## config.mk

```make
export PLATFORM = sky130hd
export DESIGN_NAME = fetch_sequencer_flat
export DESIGN_NICKNAME = d
export VERILOG_FILES = /design/src/rtl/fetch_sequencer_if.sv /design/src/rtl/fetch_sequencer.sv /design/src/flat_wrapper.sv
export SDC_FILE = /design/constraint.sdc
export NUM_CORES = 1
export LEC_CHECK = 0
export BUFFER_PORTS_ARGS = -buffer_cell sky130_fd_sc_hd__buf_2
export CAP_MARGIN = 25
export CORE_ASPECT_RATIO = 0.8
export CORE_MARGIN = 3
export CORE_UTILIZATION = 30
export DETAILED_ROUTE_END_ITERATION = 12
export GPL_ROUTABILITY_DRIVEN = 1
export RECOVER_POWER = 50
export SYNTH_ARGS = -nofsm -noshare
export SYNTH_HDL_FRONTEND = slang
export SYNTH_SLANG_ARGS = --single-unit
```

## constraint.sdc

```tcl
create_clock -name CLK -period 4 [get_ports CLK]
set_input_delay 0.8 -clock CLK [delete_from_list [all_inputs] [get_ports CLK]]
set_output_delay 0.8 -clock CLK [all_outputs]
set_load 0.02 [all_outputs]
```

## src/rtl/fetch_sequencer_if.sv

```systemverilog
// Decoder-side bundle for fetch_sequencer: branch/halt/stall controls in,
// PC, run status and performance counters out.
interface fetch_sequencer_if #(
    parameter int unsigned PC_W  = 10,
    parameter int unsigned CNT_W = 16
);
    logic             stall;
    logic             halt;
    logic             br_take;
    logic             br_rel;
    logic [7:0]       br_offset;
    logic [PC_W-1:0]  br_target;
    logic [PC_W-1:0]  PC;
    logic             fetch_valid;
    logic             DONE;
    logic [CNT_W-1:0] instr_count;
    logic [CNT_W-1:0] cycle_count;

    // master: the decoder / instruction-memory side
    modport master (
        output stall, halt, br_take, br_rel, br_offset, br_target,
        input  PC, fetch_valid, DONE, instr_count, cycle_count
    );

    // slave: the sequencer itself
    modport slave (
        input  stall, halt, br_take, br_rel, br_offset, br_target,
        output PC, fetch_valid, DONE, instr_count, cycle_count
    );
endinterface

```

## src/rtl/fetch_sequencer.sv

```systemverilog
// Program counter and run control: IDLE -> RUN on START falling, RUN -> HALT on
// an unstalled halt, with saturating retired-instruction and cycle counters.
module fetch_sequencer #(
    parameter int unsigned      PC_W       = 10,
    parameter int unsigned      CNT_W      = 16,
    parameter logic [PC_W-1:0]  START_ADDR = '0
) (
    input  logic             CLK,
    input  logic             START,
    fetch_sequencer_if.slave bus
);
    typedef enum logic [1:0] {
        IDLE = 2'd0,
        RUN  = 2'd1,
        HALT = 2'd2
    } state_t;

    state_t           state;
    logic [PC_W-1:0]  pc;
    logic             done;
    logic [CNT_W-1:0] icnt;
    logic [CNT_W-1:0] ccnt;

    logic [PC_W-1:0]  off_ext;
    logic [CNT_W-1:0] icnt_inc;
    logic [CNT_W-1:0] ccnt_inc;

    always_comb begin
        off_ext  = {{(PC_W-8){bus.br_offset[7]}}, bus.br_offset};
        icnt_inc = (icnt == '1) ? icnt : icnt + CNT_W'(1);
        ccnt_inc = (ccnt == '1) ? ccnt : ccnt + CNT_W'(1);
    end

    always_ff @(posedge CLK) begin
        if (START) begin
            state <= IDLE;
            pc    <= START_ADDR;
            done  <= 1'b0;
            icnt  <= '0;
            ccnt  <= '0;
        end else begin
            case (state)
                IDLE: state <= RUN;
                RUN: begin
                    ccnt <= ccnt_inc;
                    // stall outranks halt and branch: the instruction is not retired
                    if (bus.stall) begin
                        pc <= pc;
                    end else if (bus.halt) begin
                        state <= HALT;
                        done  <= 1'b1;
                        icnt  <= icnt_inc;
                    end else if (bus.br_take && bus.br_rel) begin
                        pc   <= pc + off_ext;
                        icnt <= icnt_inc;
                    end else if (bus.br_take) begin
                        pc   <= bus.br_target;
                        icnt <= icnt_inc;
                    end else begin
                        pc   <= pc + PC_W'(1);
                        icnt <= icnt_inc;
                    end
                end
                HALT: state <= HALT;
                default: state <= IDLE;
            endcase
        end
    end

    assign bus.PC          = pc;
    assign bus.DONE        = done;
    assign bus.instr_count = icnt;
    assign bus.cycle_count = ccnt;
    assign bus.fetch_valid = (state == RUN);
endmodule

```

## src/flat_wrapper.sv

```systemverilog
// flat-port wrapper written by rule: the top's interface ports become plain ports
module fetch_sequencer_flat 
#(
    parameter int unsigned      PC_W       = 10,
    parameter int unsigned      CNT_W      = 16,
    parameter logic [PC_W-1:0]  START_ADDR = '0
)
  (CLK, START, bus_stall, bus_halt, bus_br_take, bus_br_rel, bus_br_offset, bus_br_target, bus_PC, bus_fetch_valid, bus_DONE, bus_instr_count, bus_cycle_count);
  fetch_sequencer_if #(.PC_W(PC_W), .CNT_W(CNT_W)) bus_i ();
  input  logic CLK;
  input  logic START;
  input wire logic [$bits(bus_i.stall)-1:0] bus_stall;
  input wire logic [$bits(bus_i.halt)-1:0] bus_halt;
  input wire logic [$bits(bus_i.br_take)-1:0] bus_br_take;
  input wire logic [$bits(bus_i.br_rel)-1:0] bus_br_rel;
  input wire logic [$bits(bus_i.br_offset)-1:0] bus_br_offset;
  input wire logic [$bits(bus_i.br_target)-1:0] bus_br_target;
  output wire logic [$bits(bus_i.PC)-1:0] bus_PC;
  output wire logic [$bits(bus_i.fetch_valid)-1:0] bus_fetch_valid;
  output wire logic [$bits(bus_i.DONE)-1:0] bus_DONE;
  output wire logic [$bits(bus_i.instr_count)-1:0] bus_instr_count;
  output wire logic [$bits(bus_i.cycle_count)-1:0] bus_cycle_count;
  assign bus_i.stall = bus_stall;
  assign bus_i.halt = bus_halt;
  assign bus_i.br_take = bus_br_take;
  assign bus_i.br_rel = bus_br_rel;
  assign bus_i.br_offset = bus_br_offset;
  assign bus_i.br_target = bus_br_target;
  assign bus_PC = bus_i.PC;
  assign bus_fetch_valid = bus_i.fetch_valid;
  assign bus_DONE = bus_i.DONE;
  assign bus_instr_count = bus_i.instr_count;
  assign bus_cycle_count = bus_i.cycle_count;
  fetch_sequencer #(.PC_W(PC_W), .CNT_W(CNT_W), .START_ADDR(START_ADDR)) u_core (.CLK(CLK), .START(START), .bus(bus_i));
endmodule
```

==> results.toml, run 1 <==
[run_status]
status = "finished with violations"
violations = "max-capacitance violations, max-slew violations"

[floorplanning]
coreArea_um2 = 9190
num_rows = 31
start_util_pct = 31.3
boundaryPins = 68
chipWidth_um = 115
dieArea_um2 = 10800
die_y_um = 93.6

[setup_path]
r2r-end = "u_core.bus.PC[8]"
path_cells = "clkbuf_1 > nor4_1 > a32o_1"
critPathArrivalTime_ns = 2.84
critPathMaxFanout = 47
critPathTopFamily = "buffers and inverters"
crit_buf_inv = 1
reg2reg_depth = 7
path_class = "primary input to flop"
end_kind = "flop"
cpPeakStageDelay_ns = 1.50
worst_ep_required_time_ns = 4.18
start_kind = "primary input"
reg2reg_from = "u_core.bus.PC[0]"
crit_slowest_cell = "clkbuf_1"
rrSetupSlack_ns = 1.72

[layout]
design_area_um2 = 3420
layout-drive-gt1-share_pct = 11.6
num-nets-final = 462
syn_to_final_growth_pct = 18.8
antenna_cells = 0

[synth]
yosys-top-cells-area = "dfxtp_1 (31%), nor2_1 (7.3%), xnor2_1 (6.4%)"
netlist_instances = 361
ys_types = 55
synth-edff-count = 0
synthTopCellsByCount = "nor2_1 (56), dfxtp_1 (45), a21oi_1 (24), xnor2_1 (21), nor3_1 (20)"
ys.flop_type = "dfxtp_1"
yosysTopAreaCellShare_pct = 31.3
synth_warnings = 0
avgSynthCellArea_um2 = 7.96
synthArstFlopShare_pct = 0
ys_ff_latch = 45
syn-num-nets = 400
seq_area_frac_synth_pct = 31.3
yosysMostFrequentCell = "nor2_1"
yosys.area.top_type = "dfxtp_1"
syn_area_um2 = 2880

[timing]
hold_viol_final = 0
clock_skew_ns = 0.00776
max-slew-margin-rel_pct = -42.6
tns_ns = 0
fmax_mhz = 377
setup_violations = 0
slew_viol_final = 48
rsz0062_at_grt = "false"
tightest_slew_ns = 2.14
hold_ws_ns = 0.473
period_needed_ns = 2.65
period_share_pct = 66.3

[place]
numPortBuffers = 67
dp_hpwl_mm = 5.55
gp_congestion = 0.789
post_dp_cell_area_um2 = 3310

[global_routing]
grt_pass1_wl_mm = 12.3
grt_start_max_net_pins = 48
grt_pass1_vias = 2548
overflow = 0
grt_use_total_pct = 13.9
antenna_found_initial = 0

[hold_path]
min_from = "u_core.bus.DONE"
min_to = "u_core.bus.DONE"
whs_path_depth = 2
hold_class = "flop to flop"

[route]
drtIter0Drc = 127
drc = 0
wire_per_inst_um = 13.9
first_pass_iters = 4
ant_nets = 0
vias = 2778
avgViaCountPerCell = 5.15
wirelength_mm = 7.47

[cts]
post-cts-setup-buffer-count = 0
cts-resized-gates = 0
cts.sinks = 45
cts_tree = "built"
cts_buffers = 5
htreeDepth = 2
clk_pin_slew_ns = 0.07
hold_buffers = 0
insertion_delay_ns = 0.29
root_buffer = "clkbuf_16"
cts_max_path_buffers = 2

[run]
drv_cap = 1

[power]
vdd_drop_max_uv = 178
p_per_area_nw_per_um2 = 371
leakage_nw = 1.31
-- cell families after synthesis --
group | share of synthesized area [%]
adders and majority gates | 6.79
xor gates and xnor gates | 8.53
muxes | 1.74
DFF | 31.3
AOI/OAI and AO/OA | 19.0
buffers and inverters | 3.13
and+or+nand+nor | 29.5
-- tightest hold or removal path, stage by stage (launching register included) --
cell	delay (ns)
dfxtp_1	0.33
a21oi_1	0.04
nor2_1	0.07
-- flip-flops by register name, summed over array words and instances (netlist names) --
signal                  flops
u_core.state                2
u_core.bus.cycle_count     16
u_core.bus.PC              10
u_core.bus.DONE             1
u_core.bus.instr_count     16
-- how the worst max path moves through the flow --
stage                     start               end  slack [ns]  cells after the start
6_report                  START  u_core.bus.PC[9]        1.35                      3
5_1_grt                   START  u_core.bus.PC[7]        1.13                      4
4_1_cts        bus_br_offset[0]  u_core.bus.PC[8]        1.56                      8
3_5_place_dp   bus_br_offset[0]  u_core.bus.PC[8]        1.26                      8
3_3_place_gp   bus_br_offset[0]  u_core.bus.PC[8]        1.29                      8
2_1_floorplan  bus_br_offset[0]  u_core.bus.PC[8]        1.58                      7
-- metal layers --
metal	part of all wire, %	track usage [%]	routed length (µm)	up-vias
met3	5.2	3.04	392	3
met2	43	21.4	3190	68
met4	0.36	2.74	27	0
met1	52	19.9	3860	1268
li1	-	-	-	1439
met5	0	0	0	-
-- power by group --
part	internal [mW]	switching, mW	leakage (nW)
registers	0.480	0.0347	0.364
clock network	0.265	0.170	0.0799
logic	0.122	0.195	0.863
total	0.866	0.400	1.31
-- metrics by stage --
step	worst slack [ns]	cells	util, %	total power, mW
CTS	1.56	539	37.7	1.29
finish	1.35	539	37.2	1.27
detailed placement	1.26	531	36.0	0.847
global route	1.13	539	37.2	1.35
floorplan	1.58	361	-	0.759
global placement	1.29	531	36.0	0.838
-- cell type report --
type	count	area [µm²]
Inverter	9	33.8
Multi-Input combinational cell	294	1880
Tap cell	115	144
Timing Repair Buffer	68	295
Clock buffer	7	153
Clock inverter	1	5.00
Fill cell	997	5780
Sequential cell	45	901
-- cells in the final DEF, fill, tap and decap left out, drive strengths merged, types with 4 or more instances in the layout --
| cell | netlist | routed |
|---|---|---|
| a21oi | 24 | 24 |
| nand2 | 19 | 19 |
| inv | 9 | 9 |
| nor3b | 5 | 5 |
| and4 | 4 | 4 |
| o22ai | 4 | 4 |
| a211oi | 8 | 8 |
| nand4 | 6 | 6 |
| mux2i | 5 | 5 |
| or3 | 5 | 5 |
| a21o | 4 | 4 |
| o21ai | 17 | 17 |
| a31oi | 9 | 9 |
| nand3 | 15 | 15 |
| nor2 | 56 | 56 |
| dfxtp | 45 | 45 |
| buf | 5 | 30 |
| xor2 | 7 | 7 |
| nor4 | 5 | 5 |
| ha | 14 | 14 |
| clkbuf | 8 | 45 |
| xnor2 | 21 | 21 |
| and3 | 8 | 8 |
| nor3 | 20 | 20 |
(Power assumes the default switching activity.)
==> run 2, diff against run 1 <==
- clock period: 4 -> 2.2 ns (I/O delays scaled with it)
==> results.toml, run 2 (same netlist as run 1, synthesis figures left out) <==
[cts]
cts_max_path_buffers = 2
cts.sinks = 45
post-cts-setup-buffer-count = 0
cts-resized-gates = 0
hold_buffers = 0
clk_pin_slew_ns = 0.07
root_buffer = "clkbuf_16"
cts_tree = "built"
insertion_delay_ns = 0.28
htreeDepth = 2
cts_buffers = 5

[power]
leakage_nw = 1.33
p_per_area_nw_per_um2 = 658
vdd_drop_max_uv = 338

[setup_path]
crit_slowest_cell = "fa_1"
path_cells = "ha_1 > fa_1 > a211oi_1 > buf_4 > o21bai_1 > mux2i_1 > o21ai_0 > a211oi_1"
start_kind = "flop"
critPathTopFamily = "compound AO/OA/AOI/OAI gates"
reg2reg_depth = 8
cpPeakStageDelay_ns = 0.40
path_class = "flop to flop"
crit_path_frequent_cell = "a211oi_1"
critPathMaxFanout = 3
crit_buf_inv = 1
critPathArrivalTime_ns = 2.21
path_depth = 8
worst_ep_required_time_ns = 2.40
end_kind = "flop"

[global_routing]
grt_pass1_wl_mm = 13.1
antenna_found_initial = 0
grt_pass1_vias = 2698
grt_use_total_pct = 14.7
overflow = 0
grt_start_max_net_pins = 30

[timing]
hold_ws_ns = 0.440
tightest_slew_ns = 0.583
period_share_pct = 91.4
fmax_mhz = 497
period_needed_ns = 2.01
setup_violations = 0
clock_skew_ns = 0.00464
hold_viol_final = 0
slew_viol_final = 0
rsz0062_at_grt = "false"
max-slew-margin-rel_pct = 60.9

[route]
ant_nets = 0
vias = 2860
first_pass_iters = 4
drc = 0
wire_per_inst_um = 13.7
avgViaCountPerCell = 5.20
wirelength_mm = 7.55
drtIter0Drc = 146

[floorplanning]
coreArea_um2 = 9190
chipWidth_um = 115
boundaryPins = 68
start_util_pct = 31.3
num_rows = 31
dieArea_um2 = 10800
die_y_um = 93.6

[layout]
design_area_um2 = 3480
num-nets-final = 473
final_cell_mix = "nor2_1 (56), dfxtp_1 (45), clkbuf_1 (41)"
layout-drive-gt1-share_pct = 13.1
antenna_cells = 0
n_fill_cell = 976
syn_to_final_growth_pct = 21.2
layout_commonest_cell = "nor2_1"
multi_input_area_um2 = 1880
seqCellArea_um2 = 901

[run_status]
status = "completed"

[hold_path]
whs_path_depth = 3
hold_class = "primary input to flop"

[place]
dp_hpwl_mm = 5.65
numPortBuffers = 67
gp_congestion = 0.795
post_dp_cell_area_um2 = 3390

[run]
drv_cap = 0
[run 2: cell count changes in the layout (fill, tap and decap cells not counted), sizes merged]
cell / change
clkinv: -1
buf: +8
clkinvlp: +3
clkbuf: +1
[run 2: final cells by class]
cell class,instances,share of cell area [%]
clock buffers,5,3.59
clock inverters,3,0.646
inverters,9,0.969
multi-input cells,294,54.1
flip-flops and latches,45,25.9
well taps,115,4.13
repair buffers,79,10.7
[run 2: final timing paths]
check	from	to	slack (ns)
setup / recovery	u_core.bus.PC[0]	u_core.bus.PC[6]	0.19
hold / removal	bus_halt	u_core.bus.DONE	0.44
setup reg to reg	u_core.bus.PC[0]	u_core.bus.PC[6]	0.19
hold reg to reg	u_core.bus.DONE	u_core.bus.DONE	0.48
[run 2: metal layers]
metal	vias up	GRT usage [%]	share of wire (%)
met2	67	21.9	43
met3	7	3.17	5.0
met1	1328	21.3	51
li1	1458	-	-
met5	-	0	0
met4	0	3.81	1.1
[run 2: worst min-delay path, delay by kind of cell]
kind / cells / cell delay, ns
compound gates: 1 / 0.07
buf+inv: 1 / 0.12
simple gates: 1 / 0.07
[run 2: per-stage QoR]
| step | instances | worst slack, ns | utilization, % | setup TNS (ns) | power [mW] |
|---|---|---|---|---|---|
| 2_1_floorplan | 361 | 0.119 | - | 0 | 1.38 |
| 3_3_place_gp | 542 | 0.00303 | 36.9 | 0 | 1.55 |
| 3_5_place_dp | 542 | -0.0122 | 36.9 | -0.0133 | 1.57 |
| 4_1_cts | 550 | 0.185 | 38.5 | 0 | 2.35 |
| 5_1_grt | 550 | 0.0649 | 37.9 | 0 | 2.46 |
| 6_report | 550 | 0.190 | 37.9 | 0 | 2.29 |
[run 2: power breakdown]
| part | internal (mW) | switching (mW) | total, mW |
|---|---|---|---|
| clock | 0.421 | 0.335 | 0.756 |
| sequential | 0.871 | 0.0608 | 0.932 |
| combinational | 0.244 | 0.362 | 0.606 |
